### src/rtl/gcd_job_scheduler.sv
// Round-robin front end that shares one subtractive GCD engine among N_REQ requesters.
// Captures the winner's operands, drives the engine's start/serial-load protocol and returns the result.
module gcd_job_scheduler #(
  parameter int unsigned N_REQ    = 4,
  parameter int unsigned WIDTH    = 16,
  parameter int unsigned MAX_WAIT = 1023
) (
  input  logic                   clk,
  input  logic                   rst,
  input  logic [N_REQ-1:0]       req,
  input  logic [N_REQ*WIDTH-1:0] op_a,
  input  logic [N_REQ*WIDTH-1:0] op_b,
  output logic [N_REQ-1:0]       ack,
  output logic [N_REQ-1:0]       err,
  output logic [WIDTH-1:0]       result,
  output logic                   busy,
  output logic                   gcd_start,
  output logic [WIDTH-1:0]       gcd_data,
  input  logic                   gcd_done,
  input  logic [WIDTH-1:0]       gcd_result
);

  localparam int unsigned IdxW = (N_REQ > 1) ? $clog2(N_REQ) : 1;
  localparam int unsigned CntW = $clog2(MAX_WAIT + 1);

  typedef enum logic [2:0] {
    StIdle,
    StLoadA,
    StLoadB,
    StWait,
    StResp
  } state_e;

  state_e            state_q, state_d;
  logic [IdxW-1:0]   ptr_q, ptr_d;
  logic [IdxW-1:0]   winner_q, winner_d;
  logic [WIDTH-1:0]  a_q, a_d;
  logic [WIDTH-1:0]  b_q, b_d;
  logic [WIDTH-1:0]  result_q, result_d;
  logic              abort_q, abort_d;
  logic [CntW-1:0]   cnt_q, cnt_d;
  logic [N_REQ-1:0]  mask_q, mask_d;

  logic [N_REQ-1:0]  req_eff;
  logic              grant_valid;
  logic [IdxW-1:0]   grant_idx;
  logic [IdxW-1:0]   cand_idx;
  int unsigned       cand;
  logic [WIDTH-1:0]  grant_a;
  logic [WIDTH-1:0]  grant_b;
  logic [N_REQ-1:0]  winner_oh;

  // The requester just served is hidden for one IDLE cycle so a late-dropping req is not regranted.
  assign req_eff = req & ~mask_q;

  always_comb begin
    grant_valid = 1'b0;
    grant_idx   = '0;
    cand        = 0;
    cand_idx    = '0;
    for (int unsigned i = 0; i < N_REQ; i++) begin
      cand     = (32'(ptr_q) + i) % N_REQ;
      cand_idx = IdxW'(cand);
      if (!grant_valid && req_eff[cand_idx]) begin
        grant_valid = 1'b1;
        grant_idx   = cand_idx;
      end
    end
  end

  assign grant_a   = op_a[grant_idx*WIDTH +: WIDTH];
  assign grant_b   = op_b[grant_idx*WIDTH +: WIDTH];
  assign winner_oh = N_REQ'(1) << winner_q;

  always_comb begin
    state_d  = state_q;
    ptr_d    = ptr_q;
    winner_d = winner_q;
    a_d      = a_q;
    b_d      = b_q;
    result_d = result_q;
    abort_d  = abort_q;
    cnt_d    = cnt_q;
    mask_d   = mask_q;
    unique case (state_q)
      StIdle: begin
        mask_d = '0;
        if (grant_valid) begin
          winner_d = grant_idx;
          a_d      = grant_a;
          b_d      = grant_b;
          abort_d  = 1'b0;
          // gcd(0,x) = x, so a zero operand never needs the engine.
          if (grant_a == '0 || grant_b == '0) begin
            result_d = grant_a | grant_b;
            state_d  = StResp;
          end else begin
            state_d = StLoadA;
          end
        end
      end
      StLoadA: begin
        state_d = StLoadB;
      end
      StLoadB: begin
        cnt_d   = '0;
        state_d = StWait;
      end
      StWait: begin
        if (gcd_done) begin
          result_d = gcd_result;
          state_d  = StResp;
        end else if (cnt_q == CntW'(MAX_WAIT - 1)) begin
          result_d = '0;
          abort_d  = 1'b1;
          state_d  = StResp;
        end else begin
          cnt_d = cnt_q + CntW'(1);
        end
      end
      StResp: begin
        mask_d  = winner_oh;
        ptr_d   = (winner_q == IdxW'(N_REQ - 1)) ? '0 : winner_q + IdxW'(1);
        state_d = StIdle;
      end
      default: begin
        state_d = StIdle;
      end
    endcase
  end

  always_ff @(posedge clk or posedge rst) begin
    if (rst) begin
      state_q  <= StIdle;
      ptr_q    <= '0;
      winner_q <= '0;
      a_q      <= '0;
      b_q      <= '0;
      result_q <= '0;
      abort_q  <= 1'b0;
      cnt_q    <= '0;
      mask_q   <= '0;
    end else begin
      state_q  <= state_d;
      ptr_q    <= ptr_d;
      winner_q <= winner_d;
      a_q      <= a_d;
      b_q      <= b_d;
      result_q <= result_d;
      abort_q  <= abort_d;
      cnt_q    <= cnt_d;
      mask_q   <= mask_d;
    end
  end

  always_comb begin
    gcd_data = '0;
    unique case (state_q)
      StLoadA:        gcd_data = a_q;
      StLoadB, StWait: gcd_data = b_q;
      default:        gcd_data = '0;
    endcase
  end

  assign busy      = (state_q != StIdle);
  assign gcd_start = (state_q == StLoadA);
  assign ack       = (state_q == StResp) ? winner_oh : '0;
  assign err       = (state_q == StResp && abort_q) ? winner_oh : '0;
  assign result    = result_q;

endmodule

### config.mk
export PLATFORM = sky130hd
export DESIGN_NAME = gcd_job_scheduler
export DESIGN_NICKNAME = d
export VERILOG_FILES = /design/src/rtl/gcd_job_scheduler.sv
export SDC_FILE = /design/constraint.sdc
export NUM_CORES = 1
export LEC_CHECK = 0
export ABC_AREA = 1
export BUFFER_PORTS_ARGS = -buffer_cell sky130_fd_sc_hd__buf_4
export CAP_MARGIN = 20
export CORE_MARGIN = 2
export CORE_UTILIZATION = 43
export CTS_CLUSTER_DIAMETER = 50
export CTS_CLUSTER_SIZE = 40
export DETAILED_ROUTE_END_ITERATION = 8
export PLACE_DENSITY = 0.8
export SYNTH_ARGS = -nofsm -noshare
export SYNTH_HDL_FRONTEND = slang
export SYNTH_SLANG_ARGS = --single-unit
### constraint.sdc
create_clock -name clk -period 7.6 [get_ports clk]
set_clock_uncertainty 0.05 [all_clocks]
set_input_delay 0 -clock clk [delete_from_list [all_inputs] [get_ports clk]]
set_output_delay 0 -clock clk [all_outputs]
set_load 0.01 [all_outputs]
==> results.toml <==
[synth]
seq_area_frac_synth = 0.334
ys_dominant_reg_cell = "dfrtp_1"
avgSynthCellArea_um2 = 6.18
synth_most_common_cell = "nand2_1"
yosysTopAreaCell = "dfrtp_1"
synth_cell_type_count = 31
yosys_warnings = 0
syn_nets = 1005
synth_top_cells_by_count = "nand2_1 (285), inv_1 (148), nand3_1 (99)"
synth_edf_count = 0
synth_seq_cells = 70
syn_inst = 848
yosysTopAreaCellShare = 0.334
syn-cell-area_um2 = 5240
synth_area_leaders = "dfrtp_1 (33%), nand2_1 (20%), inv_1 (11%), nand3_1 (9.4%), o21ai_0 (6.0%)"
synthArstFlopShare = 1.00

[floorplanning]
coreArea_um2 = 12000
die_height_um = 114
start_util = 0.438
fp-row-count = 40
die_area_um2 = 13100
fp.dieW_um = 114
pin_count = 193

[place]
dp.cells = 1154
dp_slack_ps = 3530
postPlaceCellArea_um2 = 6680
dp_hpwl_um = 13000
place.gp.congestion = 0.910
place.port_buffers = 192

[route]
via_per_inst = 5.15
drc = 0
drtIter0Drc = 543
wire_per_inst_um = 14.3
drt_wl_total_um = 16800
vias = 6048
final_antenna_net_count = 0
drt_first_pass_iters = 5

[flow_run]
cap_violations = 0

[layout]
multiInputGateArea_um2 = 2690
fin_area_um2 = 7050
num-nets-final = 1180
ff_latch_area_um2 = 1750
fin_util = 0.590
n_fill_cell = 1159
syn2layout_area_growth_pct = 34.5
num_antenna_cells = 0
fin_cells = 1175
drive_above_1_share = 0.227

[global_routing]
overflow = 0
grt_max_degree = 74
grt_pass1_vias = 5514
grt_pass1_wl_um = 26900
grt_usage = 0.261
antenna_found_initial = 0

[status]
status = "finished with violations"
violations = "negative hold slack"

[clock_network]
cts_resized = 0
clock-root-buffer = "clkbuf_16"
cts_tree = "done"
clkTransAtPathRegs_ps = 60
cts_setup_buffers = 0
cts-buffers-inserted = 9
clock_latency_ps = 340
hold_buffers = 5
clockBufferDepth = 2
htree_levels = 3
clkSinkCount = 70

[timing]
period_share = 0.544
finalSetupViolCount = 0
fin_ws_ps = 3470
slew_headroom = 0.184
fmax_mhz = 242
hold_ws_ps = -1.54
slew_violations = 0
tns_ps = 0
hold_viol = 1
grt_setup_unrepaired = "false"
worstMarginPinSlew_ps = 1220
min_period_ps = 4130

[min_path]
min_to = "b_q[7]"
holdCritPathClass = "primary input to flip-flop"
hold_start = "op_b[39]"
hold_depth = 5

[power_and_ir_drop]
power_frac_clock = 0.125
p_leak_nw = 4.00
pwr-share-seq = 0.173
pwr-share-comb = 0.702
peakVddDrop_uv = 333
powerDensity_nw_per_um2 = 519
power.internal_mw = 1.64
sw_frac_of_total = 0.551
p_switching_mw = 2.02
finalPower_mw = 3.66

[worst_setup_path]
path_max_fanout = 73
r2r_setup_slack_ps = 3470
required_ps = 7820
critPathArrivalTime_ps = 4350
critPathKind = "flip-flop to flip-flop"
cpMaxStageDelayCell = "nand3_4"
reg2reg_from = "ptr_q[0]"
slowest_delay_ps = 600
crit_path_start_kind = "flip-flop"
crit_start = "ptr_q[0]"
r2r_cells = 19
r2r-end = "result[10]"
critPathCaptureType = "flip-flop"
crit_path_frequent_cell = "nand2_1"
path_cells = "nand3_1, nand3_1, nand2_1, nand4_1, buf_4, nand3_4, inv_4, nand2_1, nand2_1, nand2_1, nand2_1, nor2_1, nand2_1, nor2_1, nand2_1, nand3_2, nand2_4, nand2_1, nand2_1"
## routing by layer
| layer | vias up | global-route usage | wire length [um] |
|---|---|---|---|
| li1 | 3005 | - | - |
| met1 | 2745 | 0.344 | 7120 |
| met2 | 273 | 0.441 | 8100 |
| met3 | 25 | 0.0450 | 1310 |
| met4 | 0 | 0.0748 | 276 |
| met5 | - | 0 | 0 |
## power groups by stage
stage	sequential, mW	clock [mW]	combinational, mW
2_1_floorplan	0.634	0	1.83
3_3_place_gp	0.635	0	2.48
3_5_place_dp	0.638	0	2.52
4_1_cts	0.633	0.454	2.54
5_1_grt	0.653	0.476	2.88
6_report	0.633	0.456	2.57
## kinds of logic after synthesis
group,Yosys count,synth area share
and+or+nand+nor,480,0.392
AOI/OAI and AO/OA,102,0.107
DFF,70,0.334
buffers and inverters,190,0.153
adders and majority gates,6,0.0143
## worst max path at each step
stage	cells after the start	slack, ps	end
floorplan	21	4990	result[0]
global placement	21	3630	result[1]
detailed placement	21	3530	result[3]
CTS	21	3490	result[15]
global route	20	2940	result[7]
finish	19	3470	result[10]
## worst max-delay path, delay by kind of cell, from the launching register on
kind / cells / cell delay, ps
buf+inv: 2 / 830
flops: 1 / 510
simple gates: 17 / 2650
## flip-flops by register name (all words and copies together), names as in the netlist
signal,flops
a_q,16
b_q,16
result,16
cnt_q,10
mask_q,4
state_q,3
ptr_q,2
winner_q,2
abort_q,1
## layout make-up
cell class	count	share of cell area
Sequential cell	70	0.248
Multi-Input combinational cell	588	0.382
Clock inverter	6	0.0121
Tap cell	147	0.0261
Clock buffer	10	0.0339
Timing Repair Buffer	201	0.216
Inverter	153	0.0821
## cells in the final DEF (no fill, tap or decap), drive strengths merged
cell type	netlist	final
clkbuf	10	10
nand2	290	290
or2	1	1
nand4	21	21
inv	153	153
o21a	1	1
o211ai	1	1
nand3	105	105
nor3	3	3
o22ai	5	5
ha	6	6
buf	27	196
a31oi	15	15
o31ai	2	2
nor2	59	59
dlygate4sd3	0	5
bufinv	0	2
clkinv	0	2
a221oi	1	1
and3	1	1
o21ai	64	64
dfrtp	70	70
a21oi	13	13
clkinvlp	0	2
(Power assumes the default switching activity.)
